**src/rtl/bram_fifo_ctrl_pkg.sv**
```systemverilog
// Shared sizing constants for the BRAM-backed FIFO controller and its prefetch buffer.
package bram_fifo_ctrl_pkg;

    localparam int FIFO_ADDR_W = 10;
    localparam int FIFO_DATA_W = 16;
    localparam int FIFO_CNT_W  = FIFO_ADDR_W + 1;

    // Occupancy counters need one extra bit to represent a completely full memory.
    function automatic int cnt_width(input int addr_w);
        return addr_w + 1;
    endfunction

endpackage

```
**src/rtl/bram_fifo_obuf.sv**
```systemverilog
// Two-entry register FIFO that holds words returned from the BRAM read port
// so the head is always available from a flop, independent of read latency.
module bram_fifo_obuf
    import bram_fifo_ctrl_pkg::*;
#(
    parameter int DATA_W = FIFO_DATA_W
) (
    input  logic              i_clk,
    input  logic              i_rst,
    input  logic              i_push,
    input  logic [DATA_W-1:0] i_push_data,
    input  logic              i_pop,
    output logic              o_valid,
    output logic [DATA_W-1:0] o_data,
    output logic [1:0]        o_cnt
);

    logic [DATA_W-1:0] r_head;
    logic [DATA_W-1:0] r_tail;
    logic [1:0]        r_cnt;
    logic              w_pop;

    assign w_pop   = i_pop & (r_cnt != 2'd0);
    assign o_valid = (r_cnt != 2'd0);
    assign o_data  = r_head;
    assign o_cnt   = r_cnt;

    always_ff @(posedge i_clk) begin
        if (i_rst) begin
            r_cnt  <= 2'd0;
            r_head <= '0;
        end else begin
            unique case ({i_push, w_pop})
                2'b10: begin
                    if (r_cnt == 2'd0) r_head <= i_push_data;
                    else               r_tail <= i_push_data;
                    r_cnt <= r_cnt + 2'd1;
                end
                2'b01: begin
                    r_head <= r_tail;
                    r_cnt  <= r_cnt - 2'd1;
                end
                // Simultaneous push and pop keeps the count; the new word lands behind any survivor.
                2'b11: begin
                    if (r_cnt == 2'd1) begin
                        r_head <= i_push_data;
                    end else begin
                        r_head <= r_tail;
                        r_tail <= i_push_data;
                    end
                end
                default: ;
            endcase
        end
    end

endmodule

```
**src/rtl/bram_fifo_ctrl.sv**
```systemverilog
// Deep elastic FIFO using an external true-dual-port BRAM: port 0 writes on enqueue,
// port 1 prefetches into a 2-entry output buffer so one word per cycle flows each way.
module bram_fifo_ctrl
    import bram_fifo_ctrl_pkg::*;
#(
    parameter int ADDR_W = FIFO_ADDR_W,
    parameter int DATA_W = FIFO_DATA_W,
    parameter int DEPTH  = 2 ** ADDR_W
) (
    input  logic              CLK,
    input  logic              RST,
    input  logic              enq_valid,
    output logic              enq_ready,
    input  logic [DATA_W-1:0] enq_data,
    output logic              deq_valid,
    input  logic              deq_ready,
    output logic [DATA_W-1:0] deq_data,
    output logic [ADDR_W:0]   count,
    output logic [ADDR_W-1:0] A0,
    output logic [DATA_W-1:0] D0,
    output logic              WE0,
    output logic [DATA_W-1:0] WEM0,
    output logic              CE0,
    output logic [ADDR_W-1:0] A1,
    output logic [DATA_W-1:0] D1,
    output logic              WE1,
    output logic [DATA_W-1:0] WEM1,
    output logic              CE1,
    input  logic [DATA_W-1:0] Q1
);

    localparam int CNT_W = ADDR_W + 1;

    logic [ADDR_W-1:0] r_wr_ptr;
    logic [ADDR_W-1:0] r_rd_ptr;
    logic [CNT_W-1:0]  r_mem_cnt;
    logic              r_vld_p1;

    logic              w_enq_fire;
    logic              w_deq_fire;
    logic              w_rd_issue;
    logic [1:0]        w_ob_cnt;
    logic [2:0]        w_ob_pending;
    logic [2:0]        w_ob_room;

    assign enq_ready  = (r_mem_cnt < CNT_W'(DEPTH));
    assign w_enq_fire = enq_valid & enq_ready & ~RST;
    assign w_deq_fire = deq_valid & deq_ready;

    // A read is only issued if its data is guaranteed a slot in the output buffer on return.
    assign w_ob_pending = {1'b0, w_ob_cnt} + {2'b00, r_vld_p1};
    assign w_ob_room    = 3'd1 + {2'b00, w_deq_fire};
    assign w_rd_issue   = ~RST & (r_mem_cnt != '0) & (w_ob_pending <= w_ob_room);

    assign A0   = r_wr_ptr;
    assign D0   = enq_data;
    assign WE0  = w_enq_fire;
    assign CE0  = w_enq_fire;
    assign WEM0 = '1;

    assign A1   = r_rd_ptr;
    assign D1   = '0;
    assign WE1  = 1'b0;
    assign WEM1 = '0;
    assign CE1  = w_rd_issue;

    assign count = r_mem_cnt + CNT_W'(r_vld_p1) + CNT_W'(w_ob_cnt);

    // Stage p0 -> p1: read issued to BRAM, data appears on Q1 next cycle.
    always_ff @(posedge CLK) begin
        if (RST) begin
            r_wr_ptr  <= '0;
            r_rd_ptr  <= '0;
            r_mem_cnt <= '0;
            r_vld_p1  <= 1'b0;
        end else begin
            if (w_enq_fire) r_wr_ptr <= r_wr_ptr + ADDR_W'(1);
            if (w_rd_issue) r_rd_ptr <= r_rd_ptr + ADDR_W'(1);
            r_mem_cnt <= r_mem_cnt + CNT_W'(w_enq_fire) - CNT_W'(w_rd_issue);
            r_vld_p1  <= w_rd_issue;
        end
    end

    // Stage p1 -> p2: returned word captured into the output buffer.
    bram_fifo_obuf #(
        .DATA_W (DATA_W)
    ) u_obuf (
        .i_clk       (CLK),
        .i_rst       (RST),
        .i_push      (r_vld_p1),
        .i_push_data (Q1),
        .i_pop       (deq_ready),
        .o_valid     (deq_valid),
        .o_data      (deq_data),
        .o_cnt       (w_ob_cnt)
    );

endmodule

```
**config.mk**
```make
export PLATFORM = sky130hd
export DESIGN_NAME = bram_fifo_ctrl
export DESIGN_NICKNAME = d
export VERILOG_FILES = /design/src/rtl/bram_fifo_ctrl_pkg.sv /design/src/rtl/bram_fifo_obuf.sv /design/src/rtl/bram_fifo_ctrl.sv
export SDC_FILE = /design/constraint.sdc
export NUM_CORES = 1
export LEC_CHECK = 0
export BUFFER_PORTS_ARGS = -buffer_cell sky130_fd_sc_hd__buf_2
export CAP_MARGIN = 10
export CORE_MARGIN = 2
export CORE_UTILIZATION = 50
export CTS_CLUSTER_DIAMETER = 80
export CTS_CLUSTER_SIZE = 8
export DETAILED_ROUTE_END_ITERATION = 7
export MAX_ROUTING_LAYER = met4
export PLACE_DENSITY_LB_ADDON = 0.15
export SLEW_MARGIN = 10
export SYNTH_ARGS = -nofsm -noshare
export SYNTH_HDL_FRONTEND = slang
export SYNTH_SLANG_ARGS = --single-unit
```
**constraint.sdc**
```tcl
create_clock -name CLK -period 6.2 [get_ports CLK]
set_clock_uncertainty 0.05 [all_clocks]
set_input_delay 0.62 -clock CLK [delete_from_list [all_inputs] [get_ports CLK]]
set_output_delay 0.62 -clock CLK [all_outputs]
set_load 0.02 [all_outputs]
```
==> results.md, run 1 <==
- Area occupied by registers: 1481 µm²
- DPL Wire Length: 6076 µm
- CTS root buf: clkbuf_8
- Pin count of the biggest net entering global routing: 62
- Detailed-route wire length: 8145 µm
- Mux contribution to synthesized area: 0.06834
- Ys flop type: dfxtp_1
- Hold path depth: 1
- Hold Path Class: input pin to flop
- CTS tree: yes
- Cell total after placement: 574
- Core Footprint: 7807 µm²
- Worst path cell trace: inv_1 -> ha_1 -> nand2b_1 -> inv_2 -> fa_1 -> nor4b_1 -> a22o_1 -> nor2_1 -> ha_1 -> inv_1 -> ha_1 -> fa_1 -> a21oi_1 -> o221ai_1 -> o41ai_1 -> mux2_1
- All-Layer GR Usage: 0.1900
- Post-route ant nets: 0
- Resized Gates After CTS: 0
- First-pass GRT wire length: 12670 µm
- Netlist Area Pre-Place: 4083 µm²
- Initial core utilization: 0.5229
- Setup tns final: 0 ps
- Hold Crit Endpoint: u_obuf.r_tail[6]$_DFFE_PP_
- Sink Count: 66
- Worst Reg-to-Reg Cells: 16
- RSZ-0062 raised after global routing: no
- FF-to-FF End: r_mem_cnt[10]$_SDFF_PP0_
- Hold path start: Q1[6]
- IO Port Bufs: 71
- Fmax: 0.2028 GHz
- Gate Count Post-Synth: 427
- Post-Synth Simple-Gate Area: 0.1575
- Avg Cell Area, Syn: 9.561 µm²
- Most frequent cell after synthesis: buf_4
- Worst EP required: 6390 ps
- Relative max-transition margin: 0.5724
- Post-synth top area share: 0.2452
- Vias in the first global route: 2640
- Tmin final: 4930 ps
- Synth warnings: 0
- Die Y: 94.36 µm
- FFs w/ async S/R, synth: 0
- Most frequent cells after synthesis: buf_4, dfxtp_1, nor2_1
- WL/cell: 13.81 µm
- Post-CTS Setup Inserts: 0
- Filler instances: 707
- Gr ovfl total: 0
- Worst Path Class, Setup: flop to flop
- Die Footprint: 8904 µm²
- Seq/Total Area, Yosys: 0.3629
- Die W: 94.36 µm
- Worst Path Max Fanout: 8
- Unique masters post-synth: 56
- Fin. Hold Viols: 0
- Flops & latches, synth: 66
- IR drop worst, VDD: 0.2282 mV
- Synth Area in Compound Gates: 0.09041
- Post-CTS Hold Buffers: 0
- Final Non-Filler Cells: 590
- Maximum clock path buffer count: 2
- Final Slew Violations: 0
- # IOs: 153
- Status: finished, final reports clean
- Maxcap violations: 0
- Drt pass-1 iters: 4
- CP max stage cell: fa_1
- Post-Synth Adder-Cell Area: 0.1085
- Startpoint Class: flop
- Bufs and invs on worst path: 3
- Family with the most delay on the worst path: adder cells
- Initial antenna violation count: 0
- Iteration-0 DRC count of the detailed router: 113
- RR Startpoint: u_obuf.o_cnt[1]$_SDFFE_PP0P_
- Number of diodes: 0
- Final setup fails: 0
- Vias: 2938
- Total CTS buffers: 9
- Worst path max stage delay: 440 ps
- WHS: 412.4 ps
- Layout cells sized above 1: 0.2131
- Yosys top cell by area: dfxtp_1
- Pwr dens: 509.8 nW/µm²
- Vias per cell: 4.980
- Row count: 32
- Worst path most repeated cell: ha_1
- WP data arrival: 5120 ps
- Worst setup EP type: flop
- Tcrit/Tclk final: 0.7952
- Final net count: 552
- Worst-Margin Slew: 641.4 ps
- Area of the multi-input gates: 2138 µm²
- DRC Markers: 0
- Post-synth EDFFs: 16
- Top area cells in the synthesized netlist: dfxtp_1, buf_4, edfxtp_1
- Pleak: 0.002134 µW
- P&R area growth vs syn: 9.715%
- Synth Area in XOR/XNOR: 0.05149
- Clk_lat worst skew: 340 ps
- FF-to-FF setup slack: 1270 ps
- Clk pin slew, worst setup/hold paths: 80 ps
- Htree depth: 3
- Gpl congestion: 0.8272
- Largest family of logic cells by synthesized area: buffers and inverters
-- power breakdown --
group,switching (µW),leakage [µW],total (µW),internal (µW)
logic,716,0.00146,1180,467
registers,99.1,0.000556,661,561
clock network,172,0.000113,440,269
total,987,0.00213,2280,1300
-- layer usage --
metal	GRT usage	wire length [µm]	vias up
met3	0.05906	463	19
met2	0.3024	3918	86
met1	0.2265	3551	1362
li1	-	-	1471
met5	-	0	-
met4	0.07246	212	0
-- cells by family (layout without fill, tap and decap cells) --
kind of cell,after synthesis,in the layout
and+or+nand+nor,121,121
other,2,49
adders and majority gates,33,33
AOI/OAI and AO/OA,49,49
muxes,27,27
xor gates and xnor gates,24,24
DFF,66,66
buffers and inverters,105,119
-- cell usage in the layout, fill, tap and decap left out, types with 2 or more instances in the layout --
master and n:
buf_2 71, dfxtp_1 50, conb_1 49, nor2_1 42, ha_1 29, inv_1 27, mux2i_1 20, xnor2_1 19
a211oi_1 17, edfxtp_1 16, nand2_1 13, nor2b_1 10, nand3_1 9, clkbuf_8 9, nand2b_1 8, nor3_1 6
a21oi_1 6, and3_1 5, nand4_1 5, xor2_1 5, mux2_2 5, nand3b_1 4, fa_1 4, buf_4 4
and4_1 3, nand4b_1 3, o21ai_0 3, o21bai_1 3, bufinv_16 3, nor3b_1 2, nor4_1 2, or3_1 2
o2111ai_1 2, a31oi_1 2, o41ai_1 2, mux2_1 2, clkinvlp_4 2
-- metrics by stage --
step | total power [µW] | setup WS, ps | util | area [µm²]
floorplan | 1590 | 1734 | - | 4259
global placement | 1834 | 1514 | 0.5428 | 4238
detailed placement | 1860 | 1278 | 0.5428 | 4238
CTS | 2305 | 1257 | 0.5737 | 4479
global route | 2466 | 948.4 | 0.5737 | 4479
finish | 2283 | 1270 | 0.5737 | 4479
-- worst reg2reg max path, stage by stage, from the launching register on --
cell and delay [ps]:
dfxtp_1 420, inv_1 130, ha_1 260, nand2b_1 270
inv_2 150, fa_1 440, nor4b_1 430, a22o_1 340
nor2_1 140, ha_1 300, inv_1 40, ha_1 190
fa_1 400, a21oi_1 250, o221ai_1 250, o41ai_1 410
mux2_1 350
-- state kept, by name (all words and copies together) (netlist names) --
signal,flops
r_mem_cnt,11
u_obuf.o_cnt,2
A1,10
u_obuf.r_tail,16
A0,10
u_obuf.o_data,16
r_vld_p1,1
-- area by class of cell --
type / instances / area share
clock inverter: 6 / 0.02542
sequential: 66 / 0.3307
inverter: 28 / 0.02346
timing repair buffer: 75 / 0.08603
clock buffer: 10 / 0.02849
multi-input combinational: 303 / 0.4774
tap: 102 / 0.02849
-- worst max path at each step --
| stage | from | end | slack [ps] | depth (start not counted) |
|---|---|---|---|---|
| 2_1_floorplan | u_obuf.o_cnt[1]$_SDFFE_PP0P_ | r_mem_cnt[10]$_SDFF_PP0_ | 1730 | 16 |
| 3_5_place_dp | u_obuf.o_cnt[1]$_SDFFE_PP0P_ | r_mem_cnt[10]$_SDFF_PP0_ | 1280 | 16 |
| 4_1_cts | u_obuf.o_cnt[1]$_SDFFE_PP0P_ | r_mem_cnt[10]$_SDFF_PP0_ | 1260 | 16 |
| 3_3_place_gp | u_obuf.o_cnt[1]$_SDFFE_PP0P_ | r_mem_cnt[10]$_SDFF_PP0_ | 1510 | 16 |
| 5_1_grt | u_obuf.o_cnt[1]$_SDFFE_PP0P_ | r_mem_cnt[10]$_SDFF_PP0_ | 950 | 16 |
| 6_report | u_obuf.o_cnt[1]$_SDFFE_PP0P_ | r_mem_cnt[10]$_SDFF_PP0_ | 1270 | 16 |
(Power assumes the default switching activity.)
==> inputs of run 2 (changes only) <==
--- a/config.mk
+++ b/config.mk
@@ -5,10 +5,11 @@
 export SDC_FILE = /design/constraint.sdc
 export NUM_CORES = 1
 export LEC_CHECK = 0
+export ABC_AREA = 1
 export BUFFER_PORTS_ARGS = -buffer_cell sky130_fd_sc_hd__buf_2
 export CAP_MARGIN = 10
 export CORE_MARGIN = 2
-export CORE_UTILIZATION = 50
+export CORE_UTILIZATION = 45
 export CTS_CLUSTER_DIAMETER = 80
 export CTS_CLUSTER_SIZE = 8
 export DETAILED_ROUTE_END_ITERATION = 7
==> constraint.sdc (replaced) <==
create_clock -name CLK -period 4.2 [get_ports CLK]
set_clock_uncertainty 0.05 [all_clocks]
set_input_delay 0.42 -clock CLK [delete_from_list [all_inputs] [get_ports CLK]]
set_output_delay 0.42 -clock CLK [all_outputs]
set_load 0.02 [all_outputs]
==> results.md, run 2 <==
- Status: finished, final reports clean
- Clk_lat worst skew: 350 ps
- Worst-Margin Slew: 1077 ps
- Post-CTS Setup Inserts: 0
- Total CTS buffers: 9
- Htree depth: 3
- IR drop worst, VDD: 0.2521 mV
- Gpl congestion: 0.8629
- Relative max-transition margin: 0.2819
- Layout cells sized above 1: 0.1809
- RSZ-0062 raised after global routing: no
- Gr ovfl total: 0
- IO Port Bufs: 71
- Setup tns final: 0 ps
- Post-synth EDFFs: 16
- DRC Markers: 0
- RR Startpoint: u_obuf.o_cnt[1]$_SDFFE_PP0P_
- P&R area growth vs syn: 8.188%
- CTS tree: yes
- Cell total after placement: 670
- FF-to-FF setup slack: 370 ps
- Core Footprint: 9109 µm²
- Pleak: 0.002326 µW
- Worst Path Class, Setup: flop to flop
- Flops & latches, synth: 66
- Vias in the first global route: 3015
- Netlist Area Pre-Place: 4172 µm²
- Resized Gates After CTS: 0
- Clk pin slew, worst setup/hold paths: 80 ps
- Most common cell after layout, fill and taps aside: nand2_1
- Worst EP required: 4400 ps
- Maximum clock path buffer count: 2
- Die W: 100.3 µm
- Yosys top cell by area: dfxtp_1
- Startpoint Class: flop
- CTS root buf: clkbuf_8
- Gate Count Post-Synth: 515
- Unique masters post-synth: 38
- Hold path depth: 1
- Pin count of the biggest net entering global routing: 37
- Most frequent cell after synthesis: nand2_1
- Worst Reg-to-Reg Cells: 21
- Initial antenna violation count: 0
- Fmax: 0.2613 GHz
- Avg Cell Area, Syn: 8.100 µm²
- DPL Wire Length: 6318 µm
- Clk pwr share: 0.177
- Hold path start: Q1[10]
- Tcrit/Tclk final: 0.9114
- Logic pwr share: 0.524
- FF-to-FF End: r_mem_cnt[10]$_SDFF_PP0_
- Vias: 3291
- Final net count: 639
- Seq pwr share: 0.300
- Final Non-Filler Cells: 686
- Sink Count: 66
- Final setup fails: 0
- Internal: 1640 µW
- Pwr dens: 692.3 nW/µm²
- Seq/Total Area, Yosys: 0.3551
- WHS: 200.2 ps
- Post-synth top area share: 0.2400
- Hold Path Class: input pin to flop
- Die Footprint: 10060 µm²
- WL/cell: 12.55 µm
- Row count: 35
- Worst Path Max Fanout: 8
- Iteration-0 DRC count of the detailed router: 139
- First-pass GRT wire length: 13930 µm
- # IOs: 153
- Final Slew Violations: 0
- Top area cells in the synthesized netlist: dfxtp_1, buf_4, edfxtp_1
- Post-CTS Hold Buffers: 0
- All-Layer GR Usage: 0.1775
- Die Y: 100.3 µm
- Psw: 1484 µW
- Vias per cell: 4.797
- Most frequent cells in the layout: nand2_1, buf_2, inv_1
- Filler instances: 893
- Initial core utilization: 0.4580
- Hold Crit Endpoint: u_obuf.r_tail[10]$_DFFE_PP_
- Detailed-route wire length: 8610 µm
- Maxcap violations: 0
- Drt pass-1 iters: 6
- Tmin final: 3828 ps
- WP data arrival: 4020 ps
- Number of diodes: 0
- Worst setup EP type: flop
- FFs w/ async S/R, synth: 0
- Post-route ant nets: 0
- Fin. Hold Viols: 0
- Synth warnings: 0
- Ys flop type: dfxtp_1
- Most frequent cells after synthesis: nand2_1, buf_4, inv_1
- Switching share of power: 0.4751
[run 2: cell count changes after synthesis, sizes merged, moves of 6 or more]
cell / change
a211oi: -17
a21oi: +42
inv: +35
mux2: -6
nand2: +77
nand2b: -8
nand3: +19
nor2: -9
nor2b: -10
o21ai: +24
xnor2: -19
xor2: +8
[run 2: worst max-delay path by stage]
stage                                            start                          to  slack (ps)  cells after the start
after floorplan           u_obuf.o_cnt[1]$_SDFFE_PP0P_  u_obuf.r_tail[0]$_DFFE_PP_         280                      3
after global placement    u_obuf.o_cnt[1]$_SDFFE_PP0P_    r_mem_cnt[10]$_SDFF_PP0_         570                     21
after detailed placement  u_obuf.o_cnt[1]$_SDFFE_PP0P_    r_mem_cnt[10]$_SDFF_PP0_         370                     21
after CTS                 u_obuf.o_cnt[1]$_SDFFE_PP0P_    r_mem_cnt[10]$_SDFF_PP0_         340                     21
after global routing      u_obuf.o_cnt[1]$_SDFFE_PP0P_     r_mem_cnt[8]$_SDFF_PP0_           4                     21
final                     u_obuf.o_cnt[1]$_SDFFE_PP0P_    r_mem_cnt[10]$_SDFF_PP0_         370                     21
[run 2: cell type report]
class / instances / area, µm² / area share
inverter: 63 / 239.0 / 0.05295
multi-input combinational: 358 / 2091 / 0.4633
sequential: 66 / 1481 / 0.3283
clock inverter: 7 / 76.32 / 0.01691
tap: 111 / 138.9 / 0.03077
timing repair buffer: 72 / 362.8 / 0.08040
clock buffer: 9 / 123.9 / 0.02745
[run 2: worst max-delay path, stage by stage (launching register included)]
cell and delay [ps]:
dfxtp_1 420, inv_1 130, ha_1 270, nor2_4 220
fa_1 450, nor2_1 210, nand2_1 80, nand2_1 80
nand2_2 90, a21oi_4 240, ha_1 170, inv_1 40
ha_1 230, fa_1 400, nand2_1 100, nand3_1 90
nand3_1 80, nand2_1 100, nand2_1 100, nand3_1 70
nand2_1 70, nor2_1 40
[run 2: per-layer routing]
| layer | up-vias | track usage | share of wire |
|---|---|---|---|
| li1 | 1668 | - | - |
| met1 | 1511 | 0.2199 | 0.47 |
| met2 | 94 | 0.2845 | 0.47 |
| met3 | 18 | 0.03900 | 0.046 |
| met4 | 0 | 0.06639 | 0.013 |
| met5 | - | - | 0 |
[run 2: per-stage QoR]
step / instance area (µm²) / total power [µW] / utilization / worst slack [ps]
3_5_place_dp: 4313 / 2584 / 0.4735 / 371.3
4_1_cts: 4513 / 3148 / 0.4955 / 339.8
2_1_floorplan: 4348 / 2233 / - / 276.2
6_report: 4513 / 3125 / 0.4955 / 372.3
5_1_grt: 4513 / 3396 / 0.4955 / 3.981
3_3_place_gp: 4313 / 2562 / 0.4735 / 567.8
[run 2: cell families (layout without fill, tap and decap cells)]
kind of cell / count (synthesis) / count (layout) / synth area share
simple gates: 166 / 166 / 0.1779
buf+inv: 138 / 151 / 0.1875
compound gates: 80 / 80 / 0.1032
flops: 66 / 66 / 0.3551
fa+ha+maj: 33 / 33 / 0.1062
mux: 17 / 17 / 0.04109
xor+xnor: 13 / 13 / 0.02729
other cells: 2 / 49 / 0.001800
[run 2: power by group through the flow]
stage | clock network (µW) | logic (µW) | registers (µW)
after global routing | 590 | 1840 | 961
after global placement | 0 | 1610 | 948
after detailed placement | 0 | 1630 | 950
final | 552 | 1640 | 936
after floorplan | 0 | 1210 | 1020
after CTS | 566 | 1640 | 937
